File: src/rtl/fetch_pkg.sv
`default_nettype none
// ============================================================================
// Module   : fetch_pkg
// Purpose  : Shared types and constants for the instruction-fetch stage:
//            fetch FSM state encoding, NOP encoding, default reset PC,
//            the {instruction, pc} packet, and a word-alignment helper.
// Revision : 1.0 - initial release
// ============================================================================
package fetch_pkg;

    // WAIT tags the single outstanding request. DISCARD waits out a
    // response that a redirect has made stale.
    typedef enum logic [1:0] {
        ISSUE   = 2'd0,
        WAIT    = 2'd1,
        DISCARD = 2'd2
    } FetchState;

    localparam logic [31:0] NOP_INSTR        = 32'h0000_0013;  // addi x0,x0,0
    localparam logic [31:0] DEFAULT_RESET_PC = 32'h0000_0000;

    typedef struct packed {
        logic [31:0] instruction;
        logic [31:0] pc;
    } FetchPacket;

    // Clears the byte-offset bits so that every fetch address is a word address.
    function automatic logic [31:0] word_align(input logic [31:0] addr);
        return addr & ~32'h0000_0003;
    endfunction

endpackage
`default_nettype wire

File: src/rtl/fetch_skid_buffer.sv
`default_nettype none
// ============================================================================
// Module   : fetch_skid_buffer
// Purpose  : One-entry holding slot for a fetched packet that arrives while
//            decode is stalled.
// Ports    : i_clk, i_rst_n (async active-low)
//            i_load/i_packet - capture a packet
//            i_drain         - release the entry (decode took it)
//            i_clear         - squash the entry (redirect)
//            o_valid/o_packet - current contents
// Revision : 1.0 - initial release
// ============================================================================
module fetch_skid_buffer
    import fetch_pkg::*;
(
    input  logic       i_clk,
    input  logic       i_rst_n,
    input  logic       i_load,
    input  FetchPacket i_packet,
    input  logic       i_drain,
    input  logic       i_clear,
    output logic       o_valid,
    output FetchPacket o_packet
);

    logic       r_valid;
    FetchPacket r_packet;

    // Clear has priority: a redirect invalidates anything fetched before it.
    always_ff @(posedge i_clk or negedge i_rst_n) begin
        if (!i_rst_n) begin
            r_valid  <= 1'b0;
            r_packet <= '{instruction: NOP_INSTR, pc: 32'h0};
        end else if (i_clear) begin
            r_valid  <= 1'b0;
        end else if (i_load) begin
            r_valid  <= 1'b1;
            r_packet <= i_packet;
        end else if (i_drain) begin
            r_valid  <= 1'b0;
        end
    end

    assign o_valid  = r_valid;
    assign o_packet = r_packet;

endmodule
`default_nettype wire

File: src/rtl/fetch_unit.sv
`default_nettype none
// ============================================================================
// Module   : fetch_unit
// Purpose  : Instruction-fetch stage. Owns the PC, issues one word request at
//            a time to a req/gnt/rvalid instruction memory, and holds the
//            IF/ID register consumed by decode. Supports stall, redirect and a
//            one-entry skid buffer for responses arriving under stall.
// Ports    : iClk, iRstN (async active-low)
//            iStall, iRedirect, iRedirectTarget - from decode/control
//            oImemReq, oImemAddr, iImemGnt, iImemRvalid, iImemRdata - memory
//            oValid, oInstruction, oPC, oPCPlus4 - IF/ID register
// Revision : 1.0 - initial release
// ============================================================================
module fetch_unit
    import fetch_pkg::*;
#(
    parameter logic [31:0] RESET_PC = DEFAULT_RESET_PC,
    parameter int          XLEN     = 32   // only 32 is supported
) (
    input  logic            iClk,
    input  logic            iRstN,
    input  logic            iStall,
    input  logic            iRedirect,
    input  logic [XLEN-1:0] iRedirectTarget,
    output logic            oImemReq,
    output logic [XLEN-1:0] oImemAddr,
    input  logic            iImemGnt,
    input  logic            iImemRvalid,
    input  logic [XLEN-1:0] iImemRdata,
    output logic            oValid,
    output logic [XLEN-1:0] oInstruction,
    output logic [XLEN-1:0] oPC,
    output logic [XLEN-1:0] oPCPlus4
);

    FetchState   r_state;
    FetchState   w_state_next;
    logic [31:0] r_pc;
    logic [31:0] w_pc_next;
    logic [31:0] r_inflight;

    logic        w_req;
    logic        w_grant;
    logic        w_deliver;
    logic        w_skid_valid;
    FetchPacket  w_skid_packet;
    FetchPacket  w_rsp_packet;

    logic        r_valid;
    logic [31:0] r_instruction;
    logic [31:0] r_id_pc;

    // Requests stop while the skid slot is occupied so a second response can
    // never arrive with nowhere to go.
    assign w_req     = (r_state == ISSUE) && !w_skid_valid;
    assign w_grant   = w_req && iImemGnt;
    // A response is usable only in WAIT and only if no redirect squashes it.
    assign w_deliver = (r_state == WAIT) && iImemRvalid && !iRedirect;

    assign w_rsp_packet = '{instruction: iImemRdata, pc: r_inflight};

    // The request is forced low while reset is held, without feeding the reset
    // into any flop data path.
    assign oImemReq  = w_req && iRstN;
    assign oImemAddr = r_pc;

    always_comb begin
        w_state_next = r_state;
        w_pc_next    = r_pc;
        case (r_state)
            ISSUE: begin
                if (w_grant) begin
                    w_pc_next    = r_pc + 32'd4;
                    // A redirect in the grant cycle orphans the new request.
                    w_state_next = iRedirect ? DISCARD : WAIT;
                end
            end
            WAIT: begin
                if (iImemRvalid) begin
                    w_state_next = ISSUE;
                end else if (iRedirect) begin
                    w_state_next = DISCARD;
                end
            end
            DISCARD: begin
                if (iImemRvalid) begin
                    w_state_next = ISSUE;
                end
            end
            default: w_state_next = ISSUE;
        endcase
        if (iRedirect) begin
            w_pc_next = word_align(iRedirectTarget);
        end
    end

    always_ff @(posedge iClk or negedge iRstN) begin
        if (!iRstN) begin
            r_state    <= ISSUE;
            r_pc       <= RESET_PC;
            r_inflight <= RESET_PC;
        end else begin
            r_state <= w_state_next;
            r_pc    <= w_pc_next;
            if (w_grant) begin
                r_inflight <= r_pc;
            end
        end
    end

    fetch_skid_buffer u_skid (
        .i_clk    (iClk),
        .i_rst_n  (iRstN),
        .i_load   (w_deliver && iStall),
        .i_packet (w_rsp_packet),
        .i_drain  (!iStall),
        .i_clear  (iRedirect),
        .o_valid  (w_skid_valid),
        .o_packet (w_skid_packet)
    );

    // IF/ID register. The skid entry is older than any new response, so it
    // is drained first; with no source a bubble is inserted.
    always_ff @(posedge iClk or negedge iRstN) begin
        if (!iRstN) begin
            r_valid       <= 1'b0;
            r_instruction <= NOP_INSTR;
            r_id_pc       <= 32'h0;
        end else if (iRedirect) begin
            r_valid       <= 1'b0;
            r_instruction <= NOP_INSTR;
        end else if (!iStall) begin
            if (w_skid_valid) begin
                r_valid       <= 1'b1;
                r_instruction <= w_skid_packet.instruction;
                r_id_pc       <= w_skid_packet.pc;
            end else if (w_deliver) begin
                r_valid       <= 1'b1;
                r_instruction <= w_rsp_packet.instruction;
                r_id_pc       <= w_rsp_packet.pc;
            end else begin
                r_valid       <= 1'b0;
                r_instruction <= NOP_INSTR;
            end
        end
    end

    assign oValid       = r_valid;
    assign oInstruction = r_instruction;
    assign oPC          = r_id_pc;
    assign oPCPlus4     = r_id_pc + 32'd4;

endmodule
`default_nettype wire

File: config.mk
export PLATFORM = sky130hd
export DESIGN_NAME = fetch_unit
export DESIGN_NICKNAME = d
export VERILOG_FILES = /design/src/rtl/fetch_pkg.sv /design/src/rtl/fetch_skid_buffer.sv /design/src/rtl/fetch_unit.sv
export SDC_FILE = /design/constraint.sdc
export NUM_CORES = 1
export LEC_CHECK = 0
export BUFFER_PORTS_ARGS = -buffer_cell sky130_fd_sc_hd__buf_4
export CORE_MARGIN = 2
export CORE_UTILIZATION = 40
export CTS_BUF_LIST = sky130_fd_sc_hd__clkbuf_4 sky130_fd_sc_hd__clkbuf_8 sky130_fd_sc_hd__clkbuf_16
export DETAILED_ROUTE_END_ITERATION = 7
export SLEW_MARGIN = 20
export SYNTH_ARGS = -nofsm -noshare
export SYNTH_HDL_FRONTEND = slang
export SYNTH_SLANG_ARGS = --single-unit
File: constraint.sdc
create_clock -name iClk -period 2.8 [get_ports iClk]
set_input_delay 0.56 -clock iClk [delete_from_list [all_inputs] [get_ports iClk]]
set_output_delay 0.56 -clock iClk [all_outputs]
set_load 0.02 [all_outputs]
# ---- Yosys cells after proc, flatten, opt, wreduce, memory -nomap -nowiden
# Cells that the tools add are included.
dict set report word_totals {
  ff_bits 196
  latchBits 0
  ramBits 0
  rom_bits 0
  wordCells 58
  mem_count 0
}
dict set report op_classes {
  addsub 2
  multipliers 0
  div 0
  n_lt_le_gt_ge 0
  n_eq_ne 7
  n_shift 0
  n_mux 22
  n_bitwise 2
  n_reduce_logical 16
}
# operator count
set op_table {}
lappend op_table {{$mux W32} 9}
lappend op_table {{$add A32 B3 Y32 const B} 2}
lappend op_table {{$mux W2} 5}
lappend op_table {{$mux W1} 7}
lappend op_table {{$logic_and A1 B1 Y1} 6}
lappend op_table {{$pmux W2 S3} 1}
lappend op_table {{$reduce_and A3 Y1} 2}
lappend op_table {{$reduce_bool A2 Y1} 3}
lappend op_table {{$ne A2 B2 Y1 const B} 2}
lappend op_table {{$reduce_and A2 Y1} 2}
lappend op_table {{$ne A3 B1 Y1 const B} 1}
lappend op_table {{$ne A3 B3 Y1 const B} 1}
lappend op_table {{$eq A2 B1 Y1 const B} 1}
lappend op_table {{$eq A2 B2 Y1 const B} 1}
lappend op_table {{$logic_not A1 Y1} 2}
lappend op_table {{$logic_not A2 Y1} 1}
lappend op_table {{$ne A2 B1 Y1 const B} 1}
lappend op_table {{$not A1 Y1} 2}

# ---- Longest topological paths before layout
dict set report depth {
  word_depth 7
  ltp_mapped 7
  mapped_depth_nobuf 6
}

# ---- Hierarchy
# A second synthesis with hierarchy kept.
dict set report hier_totals {
  hier_cells 862
  area_unflattened_um2 9310.2
}
# mod instances cells_each area_each_um2
set by_module_without_submodules {}
lappend by_module_without_submodules {fetch_unit 1 722 6565.0}
lappend by_module_without_submodules {fetch_skid_buffer 1 140 2745.1}

# ---- Worst setup path after synthesis
# Ideal clock, no wire load.
dict set report synth_timing {
  path_kind {register to output}
  from {reg r_id_pc[2], in the netlist oPC[2]}
  to {out oPCPlus4[20]}
  arrival_time_ns 1.961
  t_required_ns 2.240
  path_slack_ns 0.279
  stages_incl_launch_ff 7
  path_cell_list {dfrtp_1 ha_1 nand4_1 nor3_1 and2_1 and4_1 xor2_1}
}
dict set report synth_via {
  elab_chain_cells 1
}
# element line_no
set synth_lines {}
lappend synth_lines {{start, declared} fetch_unit.sv:51} ;# logic [31:0] r_id_pc;
lappend synth_lines {{start signal, assigned} fetch_unit.sv:136} ;# r_id_pc <= w_skid_packet.pc;
lappend synth_lines {{start signal, assigned} fetch_unit.sv:140} ;# r_id_pc <= w_rsp_packet.pc;
lappend synth_lines {{$add A32 B3 Y32} fetch_unit.sv:151} ;# assign oPCPlus4 = r_id_pc + 32'd4;
lappend synth_lines {{end, declared} fetch_unit.sv:33} ;# output logic [XLEN-1:0] oPCPlus4
# Every way passes these cells.

# ---- Worst setup path in the final report
# Same ends and word-level chain as after synthesis.

==> summary.md <==
| Metric | Value |
|---|---|
| Outcome | `complete, no violations` |
| Routed wl met3 | `1160 microns` |
| Setup ws final | `0.136 ns` |
| Syn Area/Cell | `10.5 sq um` |
| Most used DFF post-synth | `dfrtp_1` |
| Drt total wl | `21400 microns` |
| DR vias/cell | `5.01` |
| Crit path arrival time | `2.10 ns` |
| Cells after Synth | `833` |
| WHS | `0.280 ns` |
| CP Capture Type | `primary output` |
| Placed Area | `10500 sq um` |
| Seq/Total Area, Yosys | `54.0%` |
| Area of the core | `21600 sq um` |
| Clock Latency Late Sink | `0.43 ns` |
| Hold buffers post-CTS | `0` |
| Num CTS Buffers | `17` |
| Slew Limit Fails | `0` |
| Vias in the first global route | `6200` |
| Pleak | `5.18 nW` |
| Final ANT Viol Nets | `0` |
| Largest net degree at the start of global routing | `131` |
| Crit-path max FO | `6` |
| Highest routed metal layer | `met4` |
| #FFs+latches synth | `188` |
| DR iter-0 viols | `341` |
| Ports | `200` |
| Fmax | `375 MHz` |
| Starting Density | `40.4%` |
| Number of clock sinks | `188` |
| Slew HR | `45.0%` |
| Setup crit start kind | `flop` |
| Root buf cell | `clkbuf_16` |
| CP Data Required Time | `2.24 ns` |
| Vias | `6536` |
| Chip height | `152 microns` |
| Residual DRC | `0` |
| Hold crit path type | `in2async` |
| Tot GR Track Use | `18.8%` |
| Pre-antenna DRT Iters | `5` |
| Routability Congestion | `0.770` |
| Hold Vio Cnt, Final | `0` |
| DIE WIDTH | `152 microns` |
| Post-synthesis cell type count | `44` |
| Clk slew on worst S/H paths | `0.07 ns` |
| Number of enable flip-flop cells after synthesis | `0` |
| Synth top area share | `52.2%` |
| VDD IR max | `494 uV` |
| Grt ovf | `0` |
| CP Class | `reg2out` |
| M1 WL | `10700 microns` |
| Finish-stage setup viols | `0` |
| Final Util | `51.7%` |
| Syn-to-layout area delta | `28.0%` |
| Final Net Count | `1085` |
| Tightest Pin Transition | `0.825 ns` |
| Share of layout cells above drive strength 1 | `32.3%` |
| Biggest area consumer among synthesized cells | `dfrtp_1` |
| # diodes | `0` |
| Die area | `23000 sq um` |
| Synth Cell Area | `8730 sq um` |
| Average wire per standard cell | `16.4 microns` |
| Placed insts | `1272` |
| Yosys warns | `0` |
| Initial antenna violation count | `0` |
| Fin cells | `1305` |
| Pre-CTS WS | `0.399 ns` |
| First-pass GRT wire length | `33700 microns` |
| Fin area | `11200 sq um` |
| CTS tree | `done` |
| Clock buffer depth | `2` |
| Post-DP HPWL | `14500 microns` |
| Crit path time final | `2.66 ns` |
| Max-cap violations | `0` |
| Final worst path period share | `95.2%` |
| Routed length on met2 | `9210 microns` |
| # rows | `54` |
| Async S/R FF share, synth | `100%` |
| Power Density | `869 nW/um^2` |
| Clock skew | `0.00959 ns` |
| Fill cell count | `2033` |
| Port bufs | `191` |
| H-tree levels | `4` |
| Synth area leaders | `dfrtp_1 (52%), mux2_2 (8.3%), nand2_1 (7.4%)` |
==> layer usage <==
layer  vias up  track usage [%]
met5         -                0
met3        17             4.76
met1      3114             28.8
met2       164             26.0
li1       3241                -
met4         0             5.42
==> repair_timing <==
| action | CTS | global route |
|---|---|---|
| endpoints found under the setup margin | 4 | 16 |
| resized for setup | 2 | 9 |
| setup buffers | 0 | 2 |
==> power by group <==
| group | internal [W] | switching [W] | total (W) |
|---|---|---|---|
| Combinational | 0.00135 | 0.00146 | 0.00281 |
| Clock | 0.00156 | 0.00107 | 0.00264 |
| Sequential | 0.00353 | 0.000736 | 0.00426 |
| Total | 0.00644 | 0.00327 | 0.00971 |
==> cells in the mapped netlist (3+ instances only) <==
cell type,instances
mux2i_1,31
nand2_1,173
nor3_1,35
o211ai_1,3
nor2b_1,31
xor2_1,31
buf_2,5
o22ai_1,3
o21ai_0,60
and2_1,3
a221oi_1,29
clkbuf_1,42
dfstp_2,6
nand4_1,15
a21oi_1,3
buf_4,6
and3_1,13
nor2_1,14
nand3_1,28
mux2_2,64
dfrtp_1,182
inv_1,5
xnor2_1,25
==> worst max-delay path: stages (launching register included) <==
cell and delay, ns:
dfrtp_2 0.41, ha_1 0.21, nand4_1 0.15, nor3_2 0.20
and2_4 0.20, and4_1 0.20, xor2_1 0.14, buf_4 0.16
==> cells by family after synthesis <==
| family | after synthesis | share of synthesized area (%) |
|---|---|---|
| xor+xnor | 56 | 5.62 |
| fa+ha+maj | 2 | 0.287 |
| other cells | 1 | 0.0430 |
| mux | 95 | 11.8 |
| simple gates | 330 | 18.1 |
| flops | 188 | 54.0 |
| compound gates | 100 | 7.12 |
| buf+inv | 61 | 3.04 |
==> area by class of cell <==
class                      instances  area [sq um]  area share [%]
sequential                       188          4720            42.2
multi-input combinational        589          3830            34.3
timing repair buffer             211          1620            14.5
clock buffer                      20           460            4.12
tap                              280           350            3.14
clock inverter                    11           180            1.61
inverter                           6          22.5           0.202
==> final timing paths <==
kind | start | end | slack, ns | cells past startpoint
hold / removal | iRstN | oInstruction[25]$_DFFE_PN0P_ | 0.28 | 2
hold reg to reg | r_inflight[11]$_DFFE_PN0P_ | r_inflight[11]$_DFFE_PN0P_ | 0.50 | 2
min in group iClk | iRedirectTarget[12] | oImemAddr[12]$_DFFE_PN0P_ | 0.33 | 3
setup / recovery | oPC[2]$_DFFE_PN0P_ | oPCPlus4[20] | 0.14 | 7
max in group asynchronous | iRstN | oPC[2]$_DFFE_PN0P_ | 1.93 | 2
setup reg to reg | r_state[1]$_DFFE_PN0P_ | oImemAddr[29]$_DFFE_PN0P_ | 0.53 | 5
==> flip-flops by register name, summed over array words and instances (netlist names) <==
register	count
oValid	1
u_skid.o_valid	1
u_skid.o_packet	62
r_state	2
oInstruction	32
oPC	30
oImemAddr	30
r_inflight	30
==> cell usage in the layout, fill, tap and decap left out, types with 5 or more instances in the layout <==
cell type,netlist,final
inv_1,5,5
nand2_1,173,172
mux2i_1,31,31
and3_1,13,13
xor2_1,31,31
nand3_1,28,27
nor2_1,14,13
a221oi_1,29,29
xnor2_1,25,25
nand4_1,15,15
nor3_1,35,33
nor2b_1,31,31
o21ai_0,60,60
conb_1,1,6
mux2_2,64,64
dfrtp_1,182,178
dfstp_2,6,6
buf_4,6,208
clkbuf_16,0,17
==> metrics by stage <==
step	power, W	setup TNS [ns]
2_1_floorplan	0.00582	0
3_3_place_gp	0.00704	0
3_5_place_dp	0.00712	0
4_1_cts	0.00978	0
5_1_grt	0.0103	-0.0142
6_report	0.00971	0
(Power assumes the default switching activity.)
